$ cat src/rtl/fetch_pkg.sv
// Shared constants for the fetch queue: redirect source encodings,
// the bubble instruction and the queue entry width helper.
package fetch_pkg;

  localparam logic [1:0] REDIR_TGT = 2'b00;
  localparam logic [1:0] REDIR_RET = 2'b01;
  localparam logic [1:0] REDIR_ISR = 2'b10;

  localparam int NOP = 0;

  function automatic int entry_bits(input int w, input int aw);
    return w + aw;
  endfunction

endpackage

$ cat src/rtl/fetch_fifo.sv
// DEPTH-entry circular FIFO of {instr, pc} with synchronous flush.
// Flush wins over push/pop; full+push+pop is legal (head read pre-edge).
module fetch_fifo import fetch_pkg::*; #(
  parameter int W     = 16,
  parameter int AW    = 32,
  parameter int DEPTH = 4
) (
  input  logic                     clk,
  input  logic                     rst,
  input  logic                     flush,
  input  logic                     push,
  input  logic [W-1:0]             push_instr,
  input  logic [AW-1:0]            push_pc,
  input  logic                     pop,
  output logic [W-1:0]             head_instr,
  output logic [AW-1:0]            head_pc,
  output logic [$clog2(DEPTH):0]   count
);

  localparam int PW = $clog2(DEPTH);
  localparam int CW = PW + 1;
  localparam int EW = entry_bits(W, AW);

  typedef struct packed {
    logic [W-1:0]  instr;
    logic [AW-1:0] pc;
  } entry_t;

  entry_t        mem_q [DEPTH];
  entry_t        head;
  logic [PW-1:0] rd_q, rd_d;
  logic [PW-1:0] wr_q, wr_d;
  logic [CW-1:0] cnt_q, cnt_d;

  always_comb begin
    rd_d  = rd_q;
    wr_d  = wr_q;
    cnt_d = cnt_q;
    if (flush) begin
      rd_d  = '0;
      wr_d  = '0;
      cnt_d = '0;
    end else begin
      if (push) wr_d = wr_q + 1'b1;
      if (pop)  rd_d = rd_q + 1'b1;
      cnt_d = cnt_q + CW'(push) - CW'(pop);
    end
  end

  always_ff @(posedge clk or posedge rst) begin
    if (rst) begin
      rd_q  <= '0;
      wr_q  <= '0;
      cnt_q <= '0;
    end else begin
      rd_q  <= rd_d;
      wr_q  <= wr_d;
      cnt_q <= cnt_d;
    end
  end

  always_ff @(posedge clk) begin
    if (push && !flush) begin
      mem_q[wr_q] <= EW'({push_instr, push_pc});
    end
  end

  assign head       = mem_q[rd_q];
  assign head_instr = head.instr;
  assign head_pc    = head.pc;
  assign count      = cnt_q;

endmodule

$ cat src/rtl/fetch_queue.sv
// Prefetch queue between instruction memory and decode, with redirect
// squash and return-register assembly. ISR vector enabled by FETCH_INT_EN.
module fetch_queue import fetch_pkg::*; #(
  parameter int            W          = 16,
  parameter int            AW         = 32,
  parameter int            DEPTH      = 4,
  parameter logic [AW-1:0] START_ADDR = '0,
  parameter logic [AW-1:0] ISR_ADDR   = '0
) (
  input  logic          clk,
  input  logic          rst,
  output logic          imem_req,
  output logic [AW-1:0] imem_addr,
  input  logic [W-1:0]  imem_rdata,
  output logic          dec_valid,
  input  logic          dec_ready,
  output logic [W-1:0]  dec_instr,
  output logic [AW-1:0] dec_pc,
  output logic [AW-1:0] dec_pc_1,
  input  logic          redir_valid,
  input  logic [1:0]    redir_src,
  input  logic [AW-1:0] redir_target,
  input  logic          pop_valid,
  input  logic          pop_hi,
  input  logic [W-1:0]  pop_data
);

  localparam int CW = $clog2(DEPTH) + 1;

  logic [AW-1:0]  pc_q, pc_d;
  logic [2*W-1:0] ret_q, ret_d;
  logic           inflight_q;
  logic           req_epoch_q;
  logic           epoch_q;

  logic [CW-1:0]  count;
  logic [CW:0]    used;
  logic [AW-1:0]  tgt;
  logic [W-1:0]   head_instr;
  logic [AW-1:0]  head_pc;
  logic           resp_ok;
  logic           deq;

  // Credit: queued plus outstanding never exceeds DEPTH.
  assign used     = {1'b0, count} + {{CW{1'b0}}, inflight_q};
  assign imem_req = !rst && !redir_valid
                 && (used < (CW+1)'(DEPTH));
  assign imem_addr = pc_q;

  assign resp_ok = inflight_q && (req_epoch_q == epoch_q);
  assign deq     = dec_valid && dec_ready;

  always_comb begin
    tgt = redir_target;
    case (redir_src)
      REDIR_TGT: tgt = redir_target;
      REDIR_RET: tgt = ret_q[AW-1:0];
`ifdef FETCH_INT_EN
      REDIR_ISR: tgt = ISR_ADDR;
`endif
      default:   tgt = redir_target;
    endcase
  end

`ifndef FETCH_INT_EN
  logic unused_isr;
  assign unused_isr = ^ISR_ADDR;
`endif

  always_comb begin
    pc_d = pc_q;
    if (redir_valid) pc_d = tgt;
    else if (imem_req) pc_d = pc_q + AW'(1);
  end

  always_comb begin
    ret_d = ret_q;
    if (pop_valid) begin
      if (pop_hi) ret_d = {pop_data, W'(0)};
      else        ret_d = {ret_q[2*W-1:W], pop_data};
    end
  end

  always_ff @(posedge clk or posedge rst) begin
    if (rst) begin
      pc_q        <= START_ADDR;
      ret_q       <= '0;
      inflight_q  <= 1'b0;
      req_epoch_q <= 1'b0;
      epoch_q     <= 1'b0;
    end else begin
      pc_q        <= pc_d;
      ret_q       <= ret_d;
      inflight_q  <= imem_req;
      req_epoch_q <= epoch_q;
      epoch_q     <= epoch_q ^ redir_valid;
    end
  end

  fetch_fifo #(
    .W     (W),
    .AW    (AW),
    .DEPTH (DEPTH)
  ) u_fifo (
    .clk        (clk),
    .rst        (rst),
    .flush      (redir_valid),
    .push       (resp_ok),
    .push_instr (imem_rdata),
    .push_pc    (pc_q - AW'(1)),
    .pop        (deq),
    .head_instr (head_instr),
    .head_pc    (head_pc),
    .count      (count)
  );

  assign dec_valid = (count != '0);
  assign dec_instr = dec_valid ? head_instr : W'(NOP);
  assign dec_pc    = dec_valid ? head_pc : '0;
  assign dec_pc_1  = dec_pc + AW'(1);

endmodule
$ cat config.mk
export PLATFORM = sky130hd
export DESIGN_NAME = fetch_queue
export DESIGN_NICKNAME = d
export VERILOG_FILES = /design/src/rtl/fetch_pkg.sv /design/src/rtl/fetch_fifo.sv /design/src/rtl/fetch_queue.sv
export SDC_FILE = /design/constraint.sdc
export NUM_CORES = 1
export LEC_CHECK = 0
export ABC_AREA = 1
export CAP_MARGIN = 30
export CELL_PAD_IN_SITES_DETAIL_PLACEMENT = 0
export CELL_PAD_IN_SITES_GLOBAL_PLACEMENT = 2
export CORE_MARGIN = 2
export CORE_UTILIZATION = 35
export CTS_BUF_LIST = sky130_fd_sc_hd__clkbuf_2 sky130_fd_sc_hd__clkbuf_4 sky130_fd_sc_hd__clkbuf_8
export DETAILED_ROUTE_END_ITERATION = 10
export GPL_TIMING_DRIVEN = 0
export PLACE_DENSITY_LB_ADDON = 0.1
export SKIP_CTS_REPAIR_TIMING = 1
export SLEW_MARGIN = 20
export SYNTH_ARGS = -nofsm -noshare
export SYNTH_HDL_FRONTEND = slang
export SYNTH_SLANG_ARGS = --single-unit
$ cat constraint.sdc
create_clock -name clk -period 6.9 [get_ports clk]
set_input_delay 2.07 -clock clk [delete_from_list [all_inputs] [get_ports clk]]
set_output_delay 2.07 -clock clk [all_outputs]
set_load 0.01 [all_outputs]
==> results of run 1 <==
## cells by family (layout without fill, tap and decap cells)
| family | Yosys count | in the layout | share of synthesized area |
|---|---|---|---|
| AND/OR/NAND/NOR | 897 | 897 | 0.2720 |
| XOR/XNOR | 54 | 54 | 0.03315 |
| multiplexers | 1 | 1 | 0.0007016 |
| flip-flops | 266 | 266 | 0.5339 |
| adder cells (fa/ha/maj) | 11 | 11 | 0.01017 |
| buffers and inverters | 253 | 531 | 0.07822 |
| AO/OA/AOI/OAI | 186 | 186 | 0.07182 |
## layout by cell type, fill, tap and decap left out, types with 6 or more instances in the layout
master,n
o211ai_1,11
nor2_2,29
dfrtp_1,74
clkbuf_4,22
clkinv_1,6
nand2_1,411
nand2_2,12
inv_2,8
o22ai_1,22
a21oi_1,36
edfxtp_1,192
buf_4,9
nor3_1,10
nand3_2,10
o21ai_0,97
clkbuf_8,50
nor2_4,19
buf_2,21
clkdlybuf4s50_1,183
buf_6,11
a31oi_1,6
ha_1,10
nor2_1,267
clkbuf_1,31
nand3_1,111
inv_1,164
nand4_1,20
buf_16,6
xor2_1,51
## state kept, by name, indices dropped and copies added, names as in the netlist, 2 cells and up
name	flops
u_fifo.rd_q	2
u_fifo.wr_q	2
ret_q	32
imem_addr	32
u_fifo.mem_q	192
u_fifo.count	3
## layout make-up
cell class	instances	area [um2]
well taps	525	656.9
clock buffers	72	853.3
plain buffers	76	439.2
flip-flops and latches	266	7617
multi-input cells	1149	5564
repair buffers	192	2057
inverters	177	679.4
fillers	3964	21970
clock inverters	14	167.7
## metrics by stage
| stage | cells | setup slack (ns) | instance area (um2) | hold WS (ns) |
|---|---|---|---|---|
| final | 2471 | 0.3399 | 18030 | 0.4187 |
| after global routing | 2471 | 0.007709 | 18030 | 0.4411 |
| after CTS | 2471 | 0.2359 | 18030 | 0.4228 |
| after detailed placement | 2385 | 0.5417 | 17010 | 0.4084 |
| after global placement | 2376 | -1.627 | 16760 | 0.4085 |
| after floorplan | 1668 | 0.6267 | 14270 | 0.3917 |
## how the worst min path moves through the flow
stage | from | endpoint | slack (ns) | depth (start not counted)
floorplan | epoch_q | req_epoch_q | 0.39 | 0
global placement | epoch_q | req_epoch_q | 0.41 | 0
detailed placement | epoch_q | req_epoch_q | 0.41 | 0
CTS | epoch_q | req_epoch_q | 0.42 | 0
global route | epoch_q | req_epoch_q | 0.44 | 0
finish | epoch_q | req_epoch_q | 0.42 | 0
## per-layer routing
layer / up-vias / track usage
met3: 59 / 0.03453
li1: 5931 / -
met4: 0 / 0.06480
met2: 319 / 0.3814
met1: 5703 / 0.3358
met5: - / 0
## power by group through the flow
stage / clock, uW / sequential (uW) / combinational [uW]
floorplan: 0 / 1980 / 1350
global placement: 0 / 2000 / 2550
detailed placement: 0 / 2000 / 2580
CTS: 1640 / 1970 / 2590
global route: 1710 / 1980 / 2800
finish: 1590 / 1970 / 2560
## critical path: stages (launching register included)
cell,delay (ns)
dfrtp_1,0.47
nor2_2,0.09
nand2_4,0.16
inv_4,0.11
buf_6,0.18
buf_2,0.23
buf_1,0.31
a21oi_1,0.38
ha_1,0.30
nand3_1,0.15
nor2_2,0.28
inv_1,0.15
nor2_4,0.18
nand2_1,0.10
xor2_1,0.18
clkdlybuf4s50_1,0.56
==> results.sh, run 1 <==
export IMPL_rsz0062_at_grt="false"
export IMPL_yosys_top_cells_area="edfxtp_1 (40%), dfrtp_1 (13%), nand2_1 (11%)"
export IMPL_final_util=0.4508
export IMPL_worstSetupPathType="register to primary output"
export IMPL_r2r_cells=9
export IMPL_core_area_mm2=0.04001
export IMPL_post_drt_wl_per_cell_um=19.93
export IMPL_grt_pass1_vias=11850
export IMPL_ctsHtreeMaxLevel=2
export IMPL_cts_buffers=48
export IMPL_setup_viol=0
export IMPL_clock_latency_ns=0.64
export IMPL_switching_share=0.3840
export IMPL_ant_nets=0
export IMPL_port_buffers=183
export IMPL_dr_wl_met2_mm=22.63
export IMPL_avgSynthCellArea_um2=8.554
export IMPL_die_height_um=205.9
export IMPL_p_seq_frac=0.322
export IMPL_cts_reportedPaths_clkPinSlew_ns=0.06
export IMPL_first_pass_iters=5
export IMPL_antenna_found_initial=1
export IMPL_fin_skew_ns=0.04133
export IMPL_rr_startpoint="imem_addr[0]"
export IMPL_ys_dominant_reg_cell="edfxtp_1"
export IMPL_max_cap_violations=0
export IMPL_holdCritPathClass="register to register"
export IMPL_cp_end_kind="primary output"
export IMPL_place_congestion=0.8899
export IMPL_fin_nets=1993
export IMPL_synth_edff_count=192
export IMPL_crit_end="dec_pc_1[16]"
export IMPL_wirelength_met1_mm=23.37
export IMPL_critPathLaunch="u_fifo.count[1]"
export IMPL_p_leak_uw=0.007269
export IMPL_clkPwrFrac=0.260
export IMPL_grt_pass1_wl_mm=73.83
export IMPL_first_iter_violations=903
export IMPL_drc=0
export IMPL_finalSetupTns_ns=0
export IMPL_ir_drop_v=0.0001266
export IMPL_p_switching_uw=2350
export IMPL_initial_core_util=0.3566
export IMPL_slew_headroom=0.4100
export IMPL_status="completed"
export IMPL_gr_usage_all_layers=0.2376
export IMPL_tightest_slew_ns=0.8821
export IMPL_avgViaCountPerCell=4.861
export IMPL_clock_path_buffers=3
export IMPL_total_power_uw=6120
export IMPL_cts_tree="built"
export IMPL_start_kind="register"
export IMPL_synth_seq_cells=266
export IMPL_io_pins=186
export IMPL_period_share=0.9507
export IMPL_p_int_uw=3770
export IMPL_finalMaxSlewViolations=0
export IMPL_synth_top_area_cell="edfxtp_1"
export IMPL_yosysMostFrequentCell="nand2_1"
export IMPL_drive_above_1_share=0.1115
export IMPL_grt_max_degree=46
export IMPL_hold_viol=0
export IMPL_seq_area_frac_synth=0.5339
export IMPL_synth_common_cells="nand2_1 (411), nor2_1 (271), edfxtp_1 (192), inv_1 (165), nand3_1 (111)"
export IMPL_r2r_end="u_fifo.mem_q[0][28]"
export IMPL_diodes=0
export IMPL_critPathRequiredTime_ns=4.83
export IMPL_yosysUniqueCellTypes=44
export IMPL_finalCriticalPeriod_ns=6.560
export IMPL_areaGrowthSynthToFinish_pct=26.41
export IMPL_dieArea_mm2=0.04239
export IMPL_dr_max_layer_used="met4"
export IMPL_vias=12010
export IMPL_root_buffer="clkbuf_8"
export IMPL_hpwl_mm=37.44
export IMPL_synth_nets=1751
export IMPL_cp_data_arrival_time_ns=4.49
export IMPL_fmax_mhz=152.4
export IMPL_met3_length_mm=2.262
export IMPL_rows=73
export IMPL_syn_area_mm2=0.01427
export IMPL_syn_inst=1668
export IMPL_clock_sinks=266
export IMPL_r2r_slack_ns=4.00
export IMPL_die_x_um=205.9
export IMPL_gr_total_overflow=0
export IMPL_worstPathMaxFanout=10
export IMPL_ys_warn_count=0
export IMPL_wirelength_mm=49.26
export IMPL_combPwrFrac=0.418
export IMPL_synthArstFlopShare=0.2782
export IMPL_pwr_density_cell_mw_per_mm2=339.3
export IMPL_synth_top_cell_area_share=0.4041
No activity file was read; power rests on OpenSTA's default activity.
==> inputs of run 2 (changes only) <==
- PLACE_DENSITY: not set -> 0.93
- PLACE_DENSITY_LB_ADDON: 0.1 -> not set
- SYNTH_HIERARCHICAL: not set -> 1
==> results.sh, run 2 <==
export IMPL_status="completed"
export IMPL_avgSynthCellArea_um2=8.597
export IMPL_rr_startpoint="u_fifo/count[1]"
export IMPL_grt_max_degree=44
export IMPL_wirelength_mm=41.60
export IMPL_synthArstFlopShare=0.2782
export IMPL_cp_data_arrival_time_ns=4.30
export IMPL_ctsHtreeMaxLevel=2
export IMPL_clock_path_buffers=3
export IMPL_first_pass_iters=8
export IMPL_cts_buffers=43
export IMPL_core_area_mm2=0.03973
export IMPL_gr_total_overflow=0
export IMPL_rsz0062_at_grt="false"
export IMPL_crit_end="imem_req"
export IMPL_n_fill_cell=3861
export IMPL_synth_seq_cells=266
export IMPL_cts_reportedPaths_clkPinSlew_ns=0.06
export IMPL_tightest_slew_ns=0.6432
export IMPL_first_iter_violations=836
export IMPL_final_common_cell="nand2_1"
export IMPL_hold_viol=0
export IMPL_fin_nets=1960
export IMPL_dieArea_mm2=0.04190
export IMPL_largest_reg_flops=192
export IMPL_avgViaCountPerCell=4.752
export IMPL_r2r_end="u_fifo/count[2]"
export IMPL_die_x_um=204.7
export IMPL_drc=0
export IMPL_place_congestion=0.9141
export IMPL_diodes=0
export IMPL_antenna_found_initial=0
export IMPL_setup_viol=0
export IMPL_grt_pass1_vias=11210
export IMPL_hold_slack_ns=0.4364
export IMPL_finalMaxSlewViolations=0
export IMPL_p_leak_uw=0.007445
export IMPL_synth_common_cells="nand2_1 (346), inv_1 (274), nor2_1 (197), edfxtp_1 (192), o21ai_0 (112)"
export IMPL_ys_warn_count=6
export IMPL_holdCritPathClass="register to register"
export IMPL_slew_headroom=0.5712
export IMPL_port_buffers=184
export IMPL_grt_pass1_wl_mm=64.07
export IMPL_synth_edff_count=192
export IMPL_die_height_um=204.7
export IMPL_yosysUniqueCellTypes=34
export IMPL_ys_dominant_reg_cell="edfxtp_1"
export IMPL_ant_nets=0
export IMPL_r2r_slack_ns=4.28
export IMPL_io_pins=186
export IMPL_post_place_ws_ns=0.5369
export IMPL_layout_common_cells="nand2_1 (346), inv_1 (273), nor2_1 (193), edfxtp_1 (192), clkdlybuf4s50_1 (184)"
export IMPL_drive_above_1_share=0.09105
export IMPL_initial_core_util=0.3548
export IMPL_synth_top_cell_area_share=0.4089
export IMPL_fin_ws_ns=0.5345
export IMPL_worstPathMaxFanout=9
export IMPL_critPathLaunch="redir_valid"
export IMPL_seq_area_frac_synth=0.5403
export IMPL_gr_usage_all_layers=0.1984
export IMPL_synth_nets=1722
export IMPL_pwr_density_cell_mw_per_mm2=329.2
export IMPL_synth_top_area_cell="edfxtp_1"
export IMPL_clock_latency_ns=0.56
export IMPL_cp_end_kind="primary output"
export IMPL_vias=11580
export IMPL_areaGrowthSynthToFinish_pct=26.35
export IMPL_clock_sinks=266
export IMPL_largest_register="u_fifo/mem_q"
export IMPL_critPathRequiredTime_ns=4.83
export IMPL_post_drt_wl_per_cell_um=17.08
export IMPL_max_cap_violations=0
export IMPL_finalSetupTns_ns=0
export IMPL_yosysMostFrequentCell="nand2_1"
export IMPL_root_buffer="clkbuf_8"
export IMPL_start_kind="primary input"
export IMPL_period_share=0.9225
export IMPL_fin_skew_ns=0.02707
export IMPL_rows=73
export IMPL_r2r_cells=13
export IMPL_syn_inst=1640
export IMPL_finalCriticalPeriod_ns=6.365
export IMPL_ir_drop_v=0.0001320
export IMPL_syn_area_mm2=0.01410
export IMPL_cts_tree="built"
export IMPL_hpwl_mm=31.42
export IMPL_yosys_top_cells_area="edfxtp_1 (41%), dfrtp_1 (13%), nand2_1 (9.2%)"
export IMPL_worstSetupPathType="primary input to primary output"
export IMPL_fmax_mhz=157.1
==> run 2: cell types whose count changed in the layout (fill, tap and decap cells not counted), sizes merged, moves of 4 or more <==
cell / delta
nand4: -17
nand3b: +4
nand2: -71
clkbuf: -31
clkinv: +10
o211ai: +47
nand3: -30
nor3: -6
nor2: -96
inv: +99
xor2: -9
o21ai: +33
a21oi: +39
buf: +8
==> run 2: worst min-delay path by stage <==
stage | slack, ns | end | start | depth (start not counted)
after detailed placement | 0.43 | req_epoch_q | epoch_q | 0
after global routing | 0.48 | req_epoch_q | epoch_q | 0
after global placement | 0.43 | req_epoch_q | epoch_q | 0
after floorplan | 0.41 | req_epoch_q | epoch_q | 0
final | 0.44 | req_epoch_q | epoch_q | 0
after CTS | 0.44 | req_epoch_q | epoch_q | 0
==> run 2: layout make-up <==
cell class                      count  area [um2]  area share
Sequential cell                   266        7617      0.4276
Multi-Input combinational cell   1023        5066      0.2844
Timing Repair Buffer              193        2059      0.1156
Inverter                          278        1046     0.05872
Clock buffer                       52       678.2     0.03807
Tap cell                          525       656.9     0.03688
Buffer                             73       401.6     0.02255
Clock inverter                     26       287.8     0.01616
==> run 2: power by group <==
| group | internal (uW) | switching [uW] |
|---|---|---|
| registers | 1870 | 107 |
| clock network | 884 | 637 |
| logic | 982 | 1380 |
| total | 3740 | 2120 |
==> run 2: cells by family (layout without fill, tap and decap cells) <==
family          Yosys count  count (layout)  share of synthesized area
simple gates            679             679                     0.2047
compound gates          289             289                     0.1152
fa+ha+maj                10              10                   0.009407
xor+xnor                 45              45                    0.02796
flops                   266             266                     0.5403
buf+inv                 351             622                     0.1025
==> run 2: worst max-delay path, cell delays in order <==
cell and delay [ns]:
clkdlybuf4s50_1 0.67, nor3_1 0.27, nand2_1 0.25, inv_1 0.40
clkdlybuf4s50_1 0.63
==> run 2: layer usage <==
layer	share of wire	track usage
met1	0.45	0.2693
met2	0.45	0.3228
met3	0.066	0.03166
met4	0.030	0.06703
met5	0	0
==> run 2: through the flow <==
| step | total power (uW) | area (um2) | cells | util |
|---|---|---|---|---|
| after floorplan | 3240 | 14100 | 1640 | - |
| after global placement | 4351 | 16600 | 2349 | 0.4177 |
| after detailed placement | 4387 | 16850 | 2358 | 0.4240 |
| after CTS | 5913 | 17810 | 2436 | 0.4483 |
| after global routing | 6216 | 17810 | 2436 | 0.4483 |
| final | 5865 | 17810 | 2436 | 0.4483 |
==> inputs of run 3 (changes only) <==
- ABC_CLOCK_PERIOD_IN_PS: not set -> 6900
- SKIP_CTS_REPAIR_TIMING: 1 -> not set
==> results of run 3 <==
No change in the layout: final DEF, timing and power equal those of run 2.
